==> config.mk <==
export PLATFORM = sky130hd
export DESIGN_NAME = sync_event_tx
export DESIGN_NICKNAME = d
export VERILOG_FILES = /design/src/rtl/sync_event_tx.sv
export SDC_FILE = /design/constraint.sdc
export NUM_CORES = 1
export LEC_CHECK = 0
export CAP_MARGIN = 25
export CORE_MARGIN = 5
export CORE_UTILIZATION = 28
export DETAILED_ROUTE_END_ITERATION = 6
export MAX_ROUTING_LAYER = met4
export PLACE_DENSITY = 0.56
export SYNTH_ARGS = -nofsm -noshare
export SYNTH_HDL_FRONTEND = slang
export SYNTH_SLANG_ARGS = --single-unit
==> constraint.sdc <==
create_clock -name i_clk -period 3.6 [get_ports i_clk]
set_clock_uncertainty 0.05 [all_clocks]
set_input_delay 0.54 -clock i_clk [delete_from_list [all_inputs] [get_ports i_clk]]
set_output_delay 0.54 -clock i_clk [all_outputs]
set_load 0.02 [all_outputs]
==> src/rtl/sync_event_tx.sv <==
// Source-side transmitter of a two-phase toggle handshake; queues events while a handshake is in flight.
// Optional ack watchdog enabled by defining SYNC_EVENT_TX_TIMEOUT_EN.
module sync_event_tx #(
    parameter int N_SYNC         = 2,
    parameter int PENDING_W      = 4,
    parameter int CNTR_W         = 8,
    parameter int TIMEOUT_CYCLES = 1024
) (
    input  logic                 i_clk,
    input  logic                 i_rst,
    input  logic                 i_cg,
    input  logic                 i_evt,
    input  logic                 i_ackToggle,
    output logic                 o_reqToggle,
    output logic                 o_busy,
    output logic [PENDING_W-1:0] o_nPending,
    output logic [CNTR_W-1:0]    o_nSent,
    output logic [CNTR_W-1:0]    o_nDropped,
    output logic                 o_overflow,
    output logic                 o_protoErr,
    output logic                 o_timeout
);

    typedef enum logic {
        IDLE,
        WAIT_ACK
    } state_t;

    localparam logic [PENDING_W-1:0] PEND_MAX = '1;

    state_t                state_q, state_next;
    logic [N_SYNC:0]       sync_q;
    logic                  ack_synced, ack_prev;
    logic                  req_q, req_next;
    logic [PENDING_W-1:0]  pending_q, pending_next;
    logic [CNTR_W-1:0]     sent_q, sent_next;
    logic [CNTR_W-1:0]     dropped_q, dropped_next;
    logic                  overflow_q, overflow_next;
    logic                  proto_q, proto_next;

    // The extra top flop exists only to detect edges of the synchronized ack.
    assign ack_synced = sync_q[N_SYNC-1];
    assign ack_prev   = sync_q[N_SYNC];

    always_ff @(posedge i_clk or posedge i_rst) begin
        if (i_rst) begin
            sync_q <= '0;
        end else if (i_cg) begin
            sync_q <= {sync_q[N_SYNC-1:0], i_ackToggle};
        end
    end

    always_ff @(posedge i_clk or posedge i_rst) begin
        if (i_rst) begin
            state_q    <= IDLE;
            req_q      <= 1'b0;
            pending_q  <= '0;
            sent_q     <= '0;
            dropped_q  <= '0;
            overflow_q <= 1'b0;
            proto_q    <= 1'b0;
        end else if (i_cg) begin
            state_q    <= state_next;
            req_q      <= req_next;
            pending_q  <= pending_next;
            sent_q     <= sent_next;
            dropped_q  <= dropped_next;
            overflow_q <= overflow_next;
            proto_q    <= proto_next;
        end
    end

    always_comb begin
        state_next    = state_q;
        req_next      = req_q;
        pending_next  = pending_q;
        sent_next     = sent_q;
        dropped_next  = dropped_q;
        overflow_next = overflow_q;
        proto_next    = proto_q;
        case (state_q)
            IDLE: begin
                // A queued event is replayed first; a fresh event then takes its queue slot.
                if (i_evt || (pending_q != '0)) begin
                    req_next   = ~req_q;
                    state_next = WAIT_ACK;
                    if ((pending_q != '0) && !i_evt) begin
                        pending_next = pending_q - 1'b1;
                    end
                end
                if (ack_synced != ack_prev) begin
                    proto_next = 1'b1;
                end
            end
            WAIT_ACK: begin
                if (i_evt) begin
                    if (pending_q != PEND_MAX) begin
                        pending_next = pending_q + 1'b1;
                    end else begin
                        dropped_next  = dropped_q + 1'b1;
                        overflow_next = 1'b1;
                    end
                end
                if (ack_synced == req_q) begin
                    sent_next  = sent_q + 1'b1;
                    state_next = IDLE;
                end
            end
            default: state_next = IDLE;
        endcase
    end

`ifdef SYNC_EVENT_TX_TIMEOUT_EN
    localparam int TO_W = $clog2(TIMEOUT_CYCLES + 1);
    localparam logic [TO_W-1:0] TO_LIMIT = TO_W'(TIMEOUT_CYCLES);
    localparam logic [TO_W-1:0] TO_LAST  = TO_W'(TIMEOUT_CYCLES - 1);

    logic [TO_W-1:0] to_cnt;
    logic            timeout_q;

    // Counter parks at the limit; the FSM keeps waiting, only the sticky flag reports it.
    always_ff @(posedge i_clk or posedge i_rst) begin
        if (i_rst) begin
            to_cnt    <= '0;
            timeout_q <= 1'b0;
        end else if (i_cg) begin
            if ((state_q == IDLE) && (state_next == WAIT_ACK)) begin
                to_cnt <= '0;
            end else if ((state_q == WAIT_ACK) && (to_cnt != TO_LIMIT)) begin
                to_cnt <= to_cnt + 1'b1;
                if (to_cnt == TO_LAST) begin
                    timeout_q <= 1'b1;
                end
            end
        end
    end

    assign o_timeout = timeout_q;
`else
    assign o_timeout = 1'b0;
`endif

    assign o_reqToggle = req_q;
    assign o_busy      = (state_q == WAIT_ACK);
    assign o_nPending  = pending_q;
    assign o_nSent     = sent_q;
    assign o_nDropped  = dropped_q;
    assign o_overflow  = overflow_q;
    assign o_protoErr  = proto_q;

endmodule

==> results of run 1 <==
==> cells by family (layout without fill, tap and decap cells) <==
family,count (synthesis),after routing,synth area share [%]
AND/OR/NAND/NOR,35,35,16.18
flip-flops,27,27,52.94
XOR/XNOR,19,19,13.04
multiplexers,8,8,6.961
adder cells (fa/ha/maj),5,5,5.490
AO/OA/AOI/OAI,5,5,2.746
buffers and inverters,5,36,2.353
other,1,1,0.2938
==> Yosys cell counts (2+ instances only) <==
library cell and number:
nand4_1 8, xor2_1 5, nor2_1 2, inv_1 3
xnor2_1 14, and3_1 2, mux2_2 7, nand3_1 3
ha_1 4, a21oi_1 2, dfrtp_1 27, nand2_1 9
nor3_1 2, and4_1 2
==> metal layers <==
layer	track usage [%]	part of all wire, %	vias up
met5	-	0	-
met4	2.921	0.84	0
met3	3.472	5.3	4
met2	16.25	50	21
met1	10.49	44	455
li1	-	-	425
==> cell type report <==
cell class / count / area, um^2
clock buffer: 3 / 41.29
clock inverter: 1 / 7.507
fill: 429 / 2705
inverter: 3 / 11.26
multi-input combinational: 73 / 570.5
sequential: 27 / 675.6
tap: 52 / 65.06
timing repair buffer: 29 / 307.8
==> worst paths after layout <==
path / startpoint / to / slack (ps) / cells past startpoint
worst min register to register: o_protoErr / o_protoErr / 430 / 1
worst max-delay path: o_busy / o_busy / 1560 / 1
min in group asynchronous: i_rst / o_nDropped[5] / 460 / 2
worst min-delay path: o_protoErr / o_protoErr / 430 / 1
worst max register to register: o_busy / o_nPending[3] / 1700 / 6
max in group asynchronous: i_rst / o_nDropped[7] / 2630 / 3
==> power by group <==
group	switching, mW	internal [mW]	total, mW	leakage (nW)
logic	0.261	0.277	0.538	0.346
registers	0.114	0.388	0.502	0.340
clock network	0.101	0.0787	0.180	0.0217
total	0.477	0.744	1.22	0.708
==> registers in the layout (all words and copies together), names as in the netlist <==
register,flops
o_nSent,8
o_protoErr,1
o_nPending,4
o_overflow,1
o_reqToggle,1
sync_q,3
o_busy,1
o_nDropped,8
==> per-stage QoR <==
step	power (mW)	utilization [%]	instance area [um^2]	setup WS, ps
2_1_floorplan	0.8215	-	1276	1810
3_3_place_gp	1.038	36.56	1603	1348
3_5_place_dp	1.055	37.19	1630	1284
4_1_cts	1.246	38.30	1679	1531
5_1_grt	1.314	38.30	1679	1409
6_report	1.220	38.30	1679	1565
==> out/results.ini, run 1 <==
[outcome]
status = finished, final reports clean

[clocking]
clk_pin_slew_ps = 100
cts-buffers-inserted = 3
cts_tree = yes
clockBufferDepth = 2
cts_root_buf = clkbuf_8
htree_levels = 1
clkLatencyLatePin_ps = 280
cts.hold.buffers_added = 0
cts_sinks = 27
cts_resized = 0
postCtsSetupRepairBufs = 0

[critical_path]
cpMaxStageDelayCell = clkdlybuf4s50_1
worstPathMaxFanout = 8
crit_required_ps = 3010
critPathArrivalTime_ps = 1450
critPathBufInv = 1
crit_chain = clkdlybuf4s50_1
crit_path_start_kind = register
path_class = reg2out
critPathCaptureType = primary output
slowest_delay_ps = 660
cp_top_family = buffers and inverters

[synthesis]
avgSynthCellArea_um2 = 12.15
async_flop_share_pct = 100.0
synth_seq_area_share_pct = 52.94
ys_seq_elements = 27
postSynthCellCount = 105
synth_edf_count = 0
synthFlopType = dfrtp_1
synthTopCellsByArea = dfrtp_1 (53%), xnor2_1 (9.6%), mux2_2 (6.2%), ha_1 (3.9%), nand4_1 (3.9%)
synth_area_leader_cell = dfrtp_1
synth_fp_nets = 115
synth_cell_types = 29
yosys_warnings = 0
synth_area_mm2 = 0.001276
netlist.area_leader.share_pct = 52.94

[timing]
setup_viol = 0
slew_viol_final = 0
setup_tns_ps = 0
post-route-period-util_pct = 56.53
whs_ps = 426.4
fmax_ghz = 0.4914
finalHoldViolCount = 0
rsz0062_at_grt = no
finalCriticalPeriod_ps = 2035

[floorplanning]
dieArea_mm2 = 0.006008
die_y_um = 77.51
io_pins = 30
die_x_um = 77.51
start_util_pct = 29.11
rows = 24
core_area_mm2 = 0.004384

[detailed_routing]
vias = 905
drtPass1Iterations = 4
vias_per_cell = 4.814
routedWlPerCell_um = 13.85
drtIter0Drc = 25
finalWirelength_mm = 2.604
drc = 0
detail-route-antenna-nets = 0

[place]
gp_congestion = 0.7764
dp_cells = 184
dp_hpwl_mm = 1.976
portBuffers = 28

[finish]
layout_common_cells = clkdlybuf4s50_1 (28), dfrtp_1 (27), xnor2_1 (14)
drive_gt1_share_pct = 13.24
area_growth_pct = 31.57
mostFrequentLayoutCell = clkdlybuf4s50_1
antenna_cells = 0
final_nets = 147
fin_cells = 188

[global_routing]
grt_overflow = 0
antenna_found_initial = 0
grt_pass1_wl_mm = 4.685
grt_pass1_vias = 1048
gr-usage-all-layers_pct = 9.587
grt_max_degree = 23

[job]
cap_violations = 0

[min_path]
hp-class = reg2reg

[power]
ir_worst_vdd_uv = 300.0
p_leak_nw = 0.7084
powerDensity_mw_per_mm2 = 726.7

Note: power is estimated with default switching activity, not from simulation.
==> run 2, diff against run 1 <==
Clock period 3.6 ns to 2 ns, I/O delays scaled along.
==> out/results.ini, run 2 (synthesis results as in run 1) <==
[critical_path]
worst_r2r_startpoint = o_busy  ; unchanged
rrSetupSlack_ps = 260  ; was 1700 ps
cpMaxStageDelayCell = clkdlybuf4s50_1  ; unchanged
critPathArrivalTime_ps = 1400  ; was 1450 ps
crit_path_start_kind = register  ; unchanged
critPathCaptureType = primary output  ; unchanged
path_class = reg2out  ; unchanged
reg2reg_depth = 6  ; unchanged
crit_required_ps = 1650  ; was 3010 ps
worstPathMaxFanout = 7  ; was 8
cp.depth = 2  ; was 1
crit_chain = buf_4 -> clkdlybuf4s50_1  ; was clkdlybuf4s50_1
cp_top_family = buffers and inverters  ; unchanged
critPathBufInv = 2  ; was 1
r2r_end = o_nPending[3]  ; unchanged
slowest_delay_ps = 610  ; was 660 ps

[global_routing]
grt_pass1_wl_mm = 4.567  ; was 4.685 mm
grt_overflow = 0  ; unchanged
use_met1_pct = 12.74  ; was 10.49%
grt_pass1_vias = 980  ; was 1048
grt_max_degree = 28  ; was 23
gr-usage-met2_pct = 14.23  ; was 16.25%
grt-busiest-layer = met2  ; unchanged
antenna_found_initial = 0  ; unchanged
gr-usage-all-layers_pct = 9.462  ; was 9.587%
use_met3_pct = 2.199  ; was 3.472%

[place]
dp_cells = 188  ; was 184
dp_hpwl_mm = 1.935  ; was 1.976 mm
placed_cell_area_mm2 = 0.001640  ; was 0.001630 mm^2
portBuffers = 28  ; unchanged
gp_congestion = 0.8050  ; was 0.7764

[finish]
final_nets = 151  ; was 147
layout_common_cells = clkdlybuf4s50_1 (28), dfrtp_1 (27), xnor2_1 (14)  ; unchanged
final_area_mm2 = 0.001687  ; was 0.001679 mm^2
mostFrequentLayoutCell = clkdlybuf4s50_1  ; unchanged
drive_gt1_share_pct = 15.71  ; was 13.24%
area_growth_pct = 32.16  ; was 31.57%
fin_cells = 192  ; was 188
antenna_cells = 0  ; unchanged

[timing]
rsz0062_at_grt = no  ; unchanged
finalHoldViolCount = 0  ; unchanged
post-route-period-util_pct = 87.51
setup_tns_ps = 0  ; unchanged
fmax_ghz = 0.5713
slew_viol_final = 0  ; unchanged
setup_viol = 0  ; unchanged
finalCriticalPeriod_ps = 1750

[floorplanning]
start_util_pct = 29.11  ; unchanged
rows = 24  ; unchanged
die_x_um = 77.51  ; unchanged
die_y_um = 77.51  ; unchanged
io_pins = 30  ; unchanged
core_area_mm2 = 0.004384  ; unchanged
dieArea_mm2 = 0.006008  ; unchanged

[detailed_routing]
vias_per_cell = 4.536  ; was 4.814
drtIter0Drc = 38  ; was 25
routedWlPerCell_um = 13.33  ; was 13.85 um
detail-route-antenna-nets = 0  ; unchanged
drtPass1Iterations = 2  ; was 4
drc = 0  ; unchanged
vias = 871  ; was 905
finalWirelength_mm = 2.559  ; was 2.604 mm

[clocking]
cts_sinks = 27  ; unchanged
htree_levels = 1  ; unchanged
cts_resized = 0  ; unchanged
cts_root_buf = clkbuf_8  ; unchanged
postCtsSetupRepairBufs = 0  ; unchanged
clkLatencyLatePin_ps = 270  ; was 280 ps
cts-buffers-inserted = 3  ; unchanged
cts_tree = yes  ; unchanged
cts.hold.buffers_added = 0  ; unchanged
clockBufferDepth = 2  ; unchanged
clk_pin_slew_ps = 100  ; about the same

[power]
p_comb_share_pct = 45.6  ; was 44.1%
p_leak_nw = 0.7237  ; was 0.7084 nW
p_int_mw = 1.356  ; was 0.7436 mW
p_clk_share_pct = 14.1  ; was 14.8%
swShare_pct = 38.63  ; was 39.05%
p_sw_mw = 0.8533  ; was 0.4765 mW
p_seq_share_pct = 40.3  ; was 41.2%
ir_worst_vdd_uv = 598.3  ; was 300.0 uV
powerDensity_mw_per_mm2 = 1310  ; was 726.7 mW/mm^2

[min_path]
hp-class = in2async  ; was reg2reg

[outcome]
status = finished, final reports clean  ; unchanged

[job]
cap_violations = 0  ; unchanged

[run 2: changes by cell type in the layout (fill, tap and decap cells not counted)]
cell and delta:
buf_4 +5, buf_16 -1, clkinvlp_4 -1, clkinv_2 +1
[run 2: power groups by stage]
stage	registers [mW]	clock network, mW	logic [mW]
6_report	0.890	0.312	1.01
5_1_grt	0.923	0.351	1.11
4_1_cts	0.894	0.326	1.03
3_5_place_dp	0.901	0	1.02
3_3_place_gp	0.896	0	1.01
2_1_floorplan	1.05	0	0.427
[run 2: area by class of cell]
type / instances / area (um^2)
clock buffers: 3 / 41.29
fillers: 425 / 2698
multi-input cells: 73 / 570.5
well taps: 52 / 65.06
inverters: 3 / 11.26
clock inverters: 1 / 5.005
flip-flops and latches: 27 / 675.6
repair buffers: 33 / 317.8
[run 2: worst max-delay path by stage]
stage,from,endpoint
after floorplan,o_busy,o_nPending[3]
after global placement,i_cg,o_nDropped[1]
after detailed placement,i_cg,o_nSent[5]
after CTS,o_nPending[0],o_nPending[0]
after global routing,o_busy,o_nPending[3]
final,o_busy,o_busy
[run 2: per-stage QoR]
step | setup WS, ps | hold slack (ps) | util [%] | total power [mW]
after floorplan | 209.9 | 302.7 | - | 1.479
after global placement | 137.7 | 391.4 | 37.41 | 1.901
after detailed placement | 94.81 | 397.4 | 37.41 | 1.924
after CTS | 219.8 | 347.7 | 38.47 | 2.246
after global routing | 78.94 | 361.5 | 38.47 | 2.386
final | 249.7 | 333.9 | 38.47 | 2.209
[run 2: routing by layer]
| layer | wire (um) | up-vias |
|---|---|---|
| met5 | 0 | - |
| met1 | 1275 | 423 |
| met4 | 10 | 0 |
| met3 | 89 | 2 |
| li1 | - | 430 |
| met2 | 1183 | 16 |
[run 2: worst reg2reg max path: stages (launching register included)]
cell and delay, ps:
dfrtp_1 400, inv_1 130, ha_1 280, a21oi_1 180
nand2_1 110, and3b_2 210, o32ai_1 260
==> run 3, diff against run 2 <==
Settings changed: CORE_MARGIN 5 to 3.
==> out/results.ini, run 3 (synthesis results as in run 1) <==
[outcome]
status = finished, final reports clean  ; unchanged

[global_routing]
grt_pass1_wl_mm = 4.326  ; was 4.567 mm
use_met3_pct = 2.873  ; was 2.199%
grt_overflow = 0  ; unchanged
gr-usage-met2_pct = 16.54  ; was 14.23%
use_met1_pct = 13.28  ; was 12.74%
grt-busiest-layer = met2  ; unchanged
antenna_found_initial = 0  ; unchanged
grt_pass1_vias = 938  ; was 980
gr-usage-all-layers_pct = 10.27  ; was 9.462%
grt_max_degree = 28  ; unchanged

[timing]
setup_viol = 0  ; unchanged
post-route-period-util_pct = 87.73  ; was 87.51%
slew_viol_final = 0  ; unchanged
whs_ps = 334.0  ; was 333.9 ps
finalHoldViolCount = 0  ; unchanged
rsz0062_at_grt = no  ; unchanged
fmax_ghz = 0.5699  ; was 0.5713 GHz
setup_tns_ps = 0  ; unchanged
finalCriticalPeriod_ps = 1755  ; was 1750 ps

[clocking]
clk_pin_slew_ps = 90  ; was 100 ps
postCtsSetupRepairBufs = 0  ; unchanged
cts-buffers-inserted = 3  ; unchanged
cts_sinks = 27  ; unchanged
cts_tree = yes  ; unchanged
clkLatencyLatePin_ps = 270  ; about the same
cts_root_buf = clkbuf_8  ; unchanged
cts.hold.buffers_added = 0  ; unchanged
htree_levels = 1  ; unchanged
cts_resized = 0  ; unchanged
clockBufferDepth = 2  ; unchanged

[finish]
drive_gt1_share_pct = 15.60  ; was 15.71%
final_nets = 152  ; was 151
utilization_pct = 40.23  ; was 38.47%
antenna_cells = 0  ; unchanged
ff_latch_area_um2 = 675.6  ; unchanged
area_growth_pct = 32.45  ; was 32.16%
multiInputGateArea_um2 = 570.5  ; unchanged
mostFrequentLayoutCell = clkdlybuf4s50_1  ; unchanged
fin_cells = 191  ; was 192
fillCellCount = 404  ; was 425
layout_common_cells = clkdlybuf4s50_1 (28), dfrtp_1 (27), xnor2_1 (14)  ; unchanged

[detailed_routing]
finalWirelength_mm = 2.404  ; was 2.559 mm
vias = 889  ; was 871
drc = 0  ; unchanged
vias_per_cell = 4.654  ; was 4.536
drtPass1Iterations = 4  ; was 2
drtIter0Drc = 41  ; was 38
detail-route-antenna-nets = 0  ; unchanged
routedWlPerCell_um = 12.59  ; was 13.33 um

[critical_path]
reg2reg_depth = 6  ; unchanged
critPathCaptureType = primary output  ; unchanged
crit_required_ps = 1650  ; about the same
rrSetupSlack_ps = 340  ; was 260 ps
worstPathMaxFanout = 6  ; was 7
critPathArrivalTime_ps = 1400  ; about the same
slowest_delay_ps = 650  ; was 610 ps
r2r_end = o_nPending[3]  ; unchanged
cpMaxStageDelayCell = clkdlybuf4s50_1  ; unchanged
worst_r2r_startpoint = o_busy  ; unchanged
crit_path_start_kind = register  ; unchanged
path_class = reg2out  ; unchanged
cp_top_family = buffers and inverters  ; unchanged
crit_chain = clkdlybuf4s50_1  ; was buf_4 -> clkdlybuf4s50_1
critPathBufInv = 1  ; was 2

[floorplanning]
io_pins = 30  ; unchanged
die_y_um = 73.51  ; was 77.51 um
rows = 23  ; was 24
start_util_pct = 30.38  ; was 29.11%
dieArea_mm2 = 0.005404  ; was 0.006008 mm^2
core_area_mm2 = 0.004202  ; was 0.004384 mm^2
die_x_um = 73.51  ; was 77.51 um

[place]
gp_congestion = 0.8104  ; was 0.8050
portBuffers = 28  ; unchanged
dp_hpwl_mm = 1.841  ; was 1.935 mm
dp_cells = 187  ; was 188

[power]
ir_worst_vdd_uv = 539.9  ; was 598.3 uV
power_mw = 2.199  ; was 2.209 mW
p_leak_nw = 0.7264  ; was 0.7237 nW
powerDensity_mw_per_mm2 = 1301  ; was 1310 mW/mm^2

[job]
cap_violations = 0  ; unchanged

[min_path]
hp-class = in2async  ; unchanged

## run 3: cell count changes in the layout (fill, tap and decap cells not counted)
cell	change
clkinv_2	-1
clkbuf_1	+1
buf_4	+1
## run 3: worst max path at each step
stage,from,to,cells past startpoint
after detailed placement,i_cg,o_nDropped[1],4
after CTS,o_nPending[0],o_nPending[0],1
final,o_nPending[0],o_nPending[0],1
after global routing,o_nPending[0],o_nPending[0],1
after floorplan,o_busy,o_nPending[3],6
after global placement,i_cg,o_nDropped[1],4
## run 3: metrics by stage
stage / setup WS (ps) / instance area [um^2]
2_1_floorplan: 209.9 / 1276
3_3_place_gp: 168.2 / 1645
3_5_place_dp: 154.4 / 1645
4_1_cts: 221.8 / 1690
5_1_grt: 159.4 / 1690
6_report: 245.4 / 1690
## run 3: report_power, final
| group | switching (mW) | internal, mW | leakage [nW] |
|---|---|---|---|
| combinational | 0.490 | 0.523 | 0.363 |
| clock | 0.157 | 0.142 | 0.0228 |
| sequential | 0.187 | 0.699 | 0.340 |
## run 3: final cells by class
| cell class | instances | share of cell area [%] |
|---|---|---|
| Inverter | 3 | 0.6662 |
| Sequential cell | 27 | 39.97 |
| Multi-Input combinational cell | 73 | 33.75 |
| Timing Repair Buffer | 34 | 19.25 |
| Tap cell | 50 | 3.701 |
| Clock buffer | 4 | 2.665 |
## run 3: routing by layer
layer | vias up | wire (um)
met1 | 427 | 1114
li1 | 432 | -
met2 | 28 | 1125
met3 | 2 | 155
met4 | 0 | 8
met5 | - | 0
## run 3: worst min-delay path, cell delays in order
cell and delay, ps:
clkdlybuf4s50_1 390, inv_1 50, buf_4 320
